$ cat src/rtl/lvds_bitslip_aligner.sv
// lvds_bitslip_aligner: per-lane word alignment after an ISERDES bank using bitslip pulses,
// with lock/loss tracking, alignment-failure flagging and optional bit reversal.
module lvds_bitslip_aligner #(
    parameter int NUM_CH = 4,
    parameter int DATA_WIDTH = 10,
    parameter logic [DATA_WIDTH-1:0] TRAIN_PATTERN = 10'h3E0,
    parameter bit BIT_REVERSE = 1'b1,
    parameter int SETTLE_CYCLES = 4,
    parameter int MATCH_COUNT = 16,
    parameter int LOSS_COUNT = 4,
    localparam int SW = $clog2(DATA_WIDTH + 1)
) (
    input  logic                         clk,
    input  logic                         reset,
    input  logic                         train_en,
    input  logic                         retrain,
    input  logic [NUM_CH*DATA_WIDTH-1:0] data_in,
    output logic [NUM_CH*DATA_WIDTH-1:0] data_out,
    output logic [NUM_CH-1:0]            bitslip,
    output logic [NUM_CH-1:0]            locked,
    output logic [NUM_CH-1:0]            align_err,
    output logic                         all_locked,
    output logic [NUM_CH*SW-1:0]         slip_cnt
);
    localparam int MW = $clog2(MATCH_COUNT + 1);
    localparam int LW = $clog2(LOSS_COUNT + 1);
    localparam int TW = $clog2(SETTLE_CYCLES + 1);

    typedef enum logic [2:0] {IDLE, COMPARE, SLIP, SETTLE, LOCKED, FAIL} state_t;

    logic [NUM_CH*DATA_WIDTH-1:0] data_fmt;

    always_comb begin
        data_fmt = '0;
        for (int l = 0; l < NUM_CH; l++)
            for (int b = 0; b < DATA_WIDTH; b++)
                data_fmt[l*DATA_WIDTH+b] = BIT_REVERSE ? data_in[l*DATA_WIDTH+DATA_WIDTH-1-b]
                                                       : data_in[l*DATA_WIDTH+b];
    end

    always_ff @(posedge clk or posedge reset)
        if (reset) data_out <= '0;
        else       data_out <= data_fmt;

    assign all_locked = &locked;

    for (genvar g = 0; g < NUM_CH; g++) begin : g_lane
        state_t          state;
        logic [SW-1:0]   slips;
        logic [MW-1:0]   match_cnt;
        logic [LW-1:0]   loss_cnt;
        logic [TW-1:0]   settle;
        logic            slip_q, lock_q, err_q;
        logic            hit;

        // Comparisons always look at the registered word, one cycle behind data_in.
        assign hit = data_out[g*DATA_WIDTH +: DATA_WIDTH] == TRAIN_PATTERN;
        assign slip_cnt[g*SW +: SW] = slips;
        assign bitslip[g] = slip_q;
        assign locked[g] = lock_q;
        assign align_err[g] = err_q;

        always_ff @(posedge clk or posedge reset)
            if (reset) begin
                state     <= IDLE;
                slips     <= '0;
                match_cnt <= '0;
                loss_cnt  <= '0;
                settle    <= '0;
                slip_q    <= 1'b0;
                lock_q    <= 1'b0;
                err_q     <= 1'b0;
            end else if (retrain) begin
                state  <= IDLE;
                slip_q <= 1'b0;
                lock_q <= 1'b0;
                err_q  <= 1'b0;
            end else begin
                slip_q <= 1'b0;
                case (state)
                    IDLE: if (train_en) begin
                        slips     <= '0;
                        match_cnt <= '0;
                        state     <= COMPARE;
                    end
                    COMPARE: if (!train_en) state <= IDLE;
                    else if (hit) begin
                        match_cnt <= match_cnt + MW'(1);
                        if (match_cnt == MW'(MATCH_COUNT - 1)) begin
                            state    <= LOCKED;
                            lock_q   <= 1'b1;
                            loss_cnt <= '0;
                        end
                    end else begin
                        match_cnt <= '0;
                        if (slips == SW'(DATA_WIDTH)) begin
                            state <= FAIL;
                            err_q <= 1'b1;
                        end else begin
                            state  <= SLIP;
                            slip_q <= 1'b1;
                            slips  <= slips + SW'(1);
                        end
                    end
                    SLIP: begin
                        settle <= TW'(SETTLE_CYCLES - 1);
                        state  <= train_en ? SETTLE : IDLE;
                    end
                    SETTLE: if (!train_en) state <= IDLE;
                    else if (settle == '0) begin
                        state     <= COMPARE;
                        match_cnt <= '0;
                    end else settle <= settle - TW'(1);
                    // Monitoring only while training data is present; otherwise lock is held.
                    LOCKED: if (train_en) begin
                        if (hit) loss_cnt <= '0;
                        else if (loss_cnt == LW'(LOSS_COUNT - 1)) begin
                            state     <= COMPARE;
                            lock_q    <= 1'b0;
                            slips     <= '0;
                            match_cnt <= '0;
                            loss_cnt  <= '0;
                        end else loss_cnt <= loss_cnt + LW'(1);
                    end
                    FAIL: if (!train_en) begin
                        state <= IDLE;
                        err_q <= 1'b0;
                    end
                    default: state <= IDLE;
                endcase
            end
    end
endmodule

$ cat config.mk
export PLATFORM = sky130hd
export DESIGN_NAME = lvds_bitslip_aligner
export DESIGN_NICKNAME = d
export VERILOG_FILES = /design/src/rtl/lvds_bitslip_aligner.sv
export SDC_FILE = /design/constraint.sdc
export NUM_CORES = 1
export LEC_CHECK = 0
export BUFFER_PORTS_ARGS = -buffer_cell sky130_fd_sc_hd__clkbuf_2
export CORE_AREA = 2 2 164 166
export CTS_CLUSTER_SIZE = 30
export DETAILED_ROUTE_END_ITERATION = 7
export DIE_AREA = 0 0 166 168
export GPL_TIMING_DRIVEN = 0
export PLACE_DENSITY = 0.46
export SLEW_MARGIN = 0
export SYNTH_ARGS = -nofsm -noshare
export SYNTH_HDL_FRONTEND = slang
export SYNTH_SLANG_ARGS = --single-unit
export TNS_END_PERCENT = 5
$ cat constraint.sdc
create_clock -name clk -period 9.3 [get_ports clk]
set_input_delay 1.86 -clock clk [delete_from_list [all_inputs] [get_ports clk]]
set_output_delay 1.86 -clock clk [all_outputs]
set_load 0.1 [all_outputs]
# After elaboration in Yosys (flattened, before gate mapping)
# Cells that the tools add are included.
# totals
inputBits	44
word_cells	465
output_inout_bits	69
register_bits	124
# classes
reduce_logical	61
eq_ne	132
addsub	16
n_bitwise	1
mux	222
# op_table
op	count
$mux 3	74
$mux 5	29
$ne 3x3->1 const B	40
$mux 4	25
$ne 2x2->1 const B	48
$pmux 5 s4	4
$pmux 3 s6	4
$reduce_and 9->1	8
$mux 1	65
$reduce_and 7->1	8
$pmux 3 s2	8
$pmux 4 s3	4
$eq 10x10->1 const B	4
$eq 3x2->1 const B	12
$reduce_bool 3->1	12
$eq 3x3->1 const B	8
$logic_not 3->1	8
$reduce_and 6->1	4
$add 5x1->5 const B	4
$eq 5x4->1 const B	4
$ne 5x5->1 const B	4
$reduce_and 4->1	5
$reduce_and 5->1	4
$add 4x1->4 const B	4
10 further kinds	42

# Depth between registers and ports, before layout
# depth
word_depth	6
depth_mapped	9
mapped_depth_nobuf	8

# Worst setup path after synthesis
# No wires, ideal clock.
# synth_timing
path_kind	input to register
startpoint	input port train_en
endpoint	register g_lane[3].slips[0]
stages	5
setup_time_ns	0.126
t_arrival_ns	3.186
path_slack_ns	5.988
cell_sequence	buf_2 -> nand2b_1 -> nor4b_1 -> nand2_1 -> mux2_2
# synth_via
elab_chain_cells	2
word_cells_on_any_way	4
cone_classes	eq/ne (3); reduce/logical (1)
# synth_rtl
item	line_no	source
start, declared	15	input logic train_en,
$ne 2x2->1 (no source line)	--	
$reduce_and 9->1 (no source line) (*)	--	
end signal, assigned	102	slips <= slips + SW'(1);
end, declared	49	logic [SW-1:0] slips;
# Every way passes the cells marked *; elsewhere a longest branch is shown, timed or not.
# A chain may end at the register's enable or synchronous reset.

# Final worst setup path
# Ends and elaborated chain as after synthesis.

==> reports/results.tsv <==
stage	metric	value	unit
clocking	CTS tree	yes	
sta	final hold vios	0	
final_layout	Area Overhead vs Synth	25.4	%
clocking	post-cts hold buffer count	0	
pwr	fraction of power consumed by sequential logic	36.9	%
global_route	initial antenna violation count	0	
outcome	outcome	complete, no violations	
floorplanning	die height	168	um
final_layout	# diodes	0	
worst_setup_path	RR Startpoint	data_out[31]	
detailed_routing	via count	5312	
worst_setup_path	crit path DAT	3.95	ns
sta	Rel. slew slack	37.8	%
final_layout	layout cells sized above 1	24.2	%
floorplanning	width of the die	166	um
floorplanning	Ports	113	
hold_path	Worst Hold Path Cells	2	
pwr	P_sw	0.000556	W
job	max cap viols	0	
floorplanning	die area	0.0279	mm^2
detailed_routing	Initial DRT Pass Iterations	4	
sta	RSZ-0062 raised after global routing	false	
yosys	asr flop ratio synth	100	%
clocking	post-CTS sizing	0	
placed_design	HPWL after DPL	11.9	mm
detailed_routing	mean routed wirelength per cell	14.7	um
yosys	syn nets	715	
final_layout	Final #Nets	847	
clocking	CTS HTree Levels	4	
sta	Least-Margin Pin Slew	0.920	ns
worst_setup_path	CP Max Fanout	10	
yosys	Synth Instances	643	
pwr	Peak VDD IR	117	uV
pwr	power share of the combinational group	21.4	%
sta	setup TNS	0	ns
worst_setup_path	worst reg2reg setup slack	6.69	ns
placed_design	GP Congestion	0.803	
pwr	switching part of the total	33.7	%
floorplanning	Rows	60	
clocking	number of buffers created by CTS	17	
global_route	largest net degree at the start of global routing	70	
worst_setup_path	WP data required	9.60	ns
sta	Max Clk Rate	0.274	GHz
yosys	post-synth cell types	69	
placed_design	number of port buffers	112	
yosys	mean post-synth cell area	9.96	um^2
worst_setup_path	FF-to-FF path depth	5	
pwr	P_int	0.00109	W
worst_setup_path	Worst Setup SP	train_en	
detailed_routing	ANT nets after route	0	
clocking	worst-skew pair later-pin latency	0.42	ns
hold_path	Hold/Removal Path Class	flop to flop	
yosys	synthesis-stage register bit count	124	
floorplanning	Core Area	0.0264	mm^2
worst_setup_path	CP Class	input pin to flop	
sta	fin crit period	3.65	ns
yosys	Synth Flop Type	dfrtp_1	
pwr	pwr dens	206	mW/mm^2
global_route	gr usage total	12.3	%
sta	final clock skew	0.0117	ns
clocking	Worst-path clk slew	0.06	ns
floorplanning	Initial Util	24.3	%
detailed_routing	post-DR vias/cell	4.71	
clocking	Setup Fix Bufs, Post-CTS	0	
clocking	Longest Clk Path Bufs	2	
worst_setup_path	crit path capture	g_lane[3].slips[0]	
worst_setup_path	worst r2r dst	g_lane[3].slips[0]	
pwr	leakage power	3.65	nW
worst_setup_path	Crit. End Element	flop	
yosys	count of yosys warnings during synthesis	0	
clocking	CTS Root Cell	clkbuf_16	
global_route	first-pass GRT wire length	27.8	mm
detailed_routing	final wirelength	16.6	mm
worst_setup_path	CP Launch Type	input pin	
final_layout	fillers	2724	
detailed_routing	DR DRC count	0	
detailed_routing	Iteration-0 DRC Markers	335	
pwr	Clock power frac	41.8	%
sta	Slew Viols, Final	0	
global_route	vias in the first global route	5297	
yosys	part of the Yosys area used for sequential elements	48.4	%
clocking	Sink Count	124	
global_route	grt ovf	0	
sta	Final period util	39.3	%
yosys	Cell Area, Synth	0.00640	mm^2
sta	Final Setup Violations	0	
yosys	Post-synth EDFFs	0	
sta	WHS	0.470	ns
cells in the mapped netlist (all sizes together), types with 6 or more instances:
cell     number  area (um^2)
nand2        43          161
nand3b        9         67.6
nor2b        13         81.3
inv          43          161
buf          19          125
a211o         7         61.3
o31ai        10         75.1
nand2b       20          125
o21ai        41          205
o2bb2ai       8         70.1
nand3        30          150
and3          8         50.1
nand4        10         62.6
nor2         35          134
dfrtp       124         3100
clkbuf       18         68.8
mux2         12          135
a31oi         8         50.1
or3           6         42.5
nor3         19          100
nor3b        10         75.1
nor4          7         58.8
mux2i        11          110
ha           28          350
a21oi        32          160
layer usage:
| metal | GRT usage [%] | share of wire (%) | vias to the layer above |
|---|---|---|---|
| met3 | 3.55 | 5.4 | 16 |
| met2 | 18.6 | 44 | 146 |
| met4 | 3.55 | 1.1 | 0 |
| met5 | 0 | 0 | - |
| li1 | - | - | 2602 |
| met1 | 17.2 | 49 | 2548 |
metrics by stage:
stage	instance area [um^2]	util (%)	total power [W]	instances	setup slack [ns]
after global routing	8030	30.5	0.00173	1129	5.43
final	8030	30.5	0.00165	1129	5.65
after global placement	7390	28.1	0.000971	1096	2.31
after detailed placement	7420	28.2	0.000973	1097	5.19
after floorplan	6400	-	0.000893	643	4.14
after CTS	8030	30.5	0.00167	1129	5.62
placed cells by master (no fill, tap or decap), types with 4 or more instances in the layout:
| cell type | n |
|---|---|
| mux2i_1 | 11 |
| nand2b_1 | 20 |
| nor2b_1 | 13 |
| ha_1 | 28 |
| nor2_1 | 34 |
| o31ai_1 | 10 |
| nor4_1 | 6 |
| nand4_1 | 10 |
| a211o_1 | 7 |
| inv_1 | 42 |
| and3_1 | 8 |
| inv_6 | 4 |
| buf_4 | 12 |
| nand2_1 | 43 |
| nand3b_1 | 9 |
| clkbuf_2 | 113 |
| nand3_1 | 30 |
| dfrtp_1 | 124 |
| nor3b_1 | 10 |
| clkbuf_1 | 19 |
| buf_2 | 7 |
| o21ai_0 | 41 |
| nor3_1 | 18 |
| o211ai_1 | 4 |
| a31oi_1 | 8 |
| clkbuf_16 | 17 |
| a21oi_1 | 32 |
| mux2_2 | 12 |
| a211oi_1 | 4 |
| o21a_1 | 5 |
| or3_1 | 5 |
| o2bb2ai_1 | 8 |
| o41ai_1 | 4 |
power groups by stage:
stage | clock network (W) | logic (W) | registers (W)
3_5_place_dp | 0 | 0.000354 | 0.000619
5_1_grt | 0.000737 | 0.000382 | 0.000615
3_3_place_gp | 0 | 0.000352 | 0.000619
4_1_cts | 0.000710 | 0.000356 | 0.000609
2_1_floorplan | 0 | 0.000146 | 0.000747
6_report | 0.000690 | 0.000353 | 0.000609
worst min path at each step:
stage	startpoint	end	slack [ns]
floorplan	g_lane[3].match_cnt[3]	g_lane[3].match_cnt[3]	0.44
global placement	g_lane[1].match_cnt[4]	g_lane[1].match_cnt[4]	0.46
detailed placement	g_lane[1].match_cnt[4]	g_lane[1].match_cnt[4]	0.46
CTS	g_lane[1].match_cnt[4]	g_lane[1].match_cnt[4]	0.47
global route	g_lane[1].settle[2]	g_lane[1].settle[2]	0.50
finish	g_lane[1].match_cnt[4]	g_lane[1].match_cnt[4]	0.47
layout make-up:
class	count	area, um^2	share of cell area [%]
tap	341	427	5.31
buffer	37	194	2.41
inverter	43	166	2.07
sequential	124	3100	38.6
clock buffer	20	447	5.56
timing repair buffer	113	588	7.32
clock inverter	12	163	2.02
multi-input combinational	439	2950	36.7
worst max-delay path, stage by stage:
cell and delay (ns):
clkbuf_2 0.19, buf_2 0.28, nand2b_1 0.28, nor4b_1 0.79, nand2_1 0.23, mux2_2 0.32
flip-flops by register name, summed over array words and instances, names as in the netlist:
name / count
data_out: 40
g_lane.err_q: 4
g_lane.lock_q: 4
g_lane.loss_cnt: 12
g_lane.match_cnt: 20
g_lane.settle: 12
g_lane.slip_q: 4
g_lane.slips: 16
g_lane.state: 12
kinds of logic (layout without fill, tap and decap cells):
group | Yosys count | in the layout | share of synthesized area (%)
multiplexers | 23 | 23 | 3.83
flip-flops | 124 | 124 | 48.4
AND/OR/NAND/NOR | 230 | 230 | 20.2
XOR/XNOR | 1 | 1 | 0.137
buffers and inverters | 80 | 225 | 5.55
AO/OA/AOI/OAI | 157 | 157 | 16.4
adder cells (fa/ha/maj) | 28 | 28 | 5.47
Power figures use the tool's default switching activity.
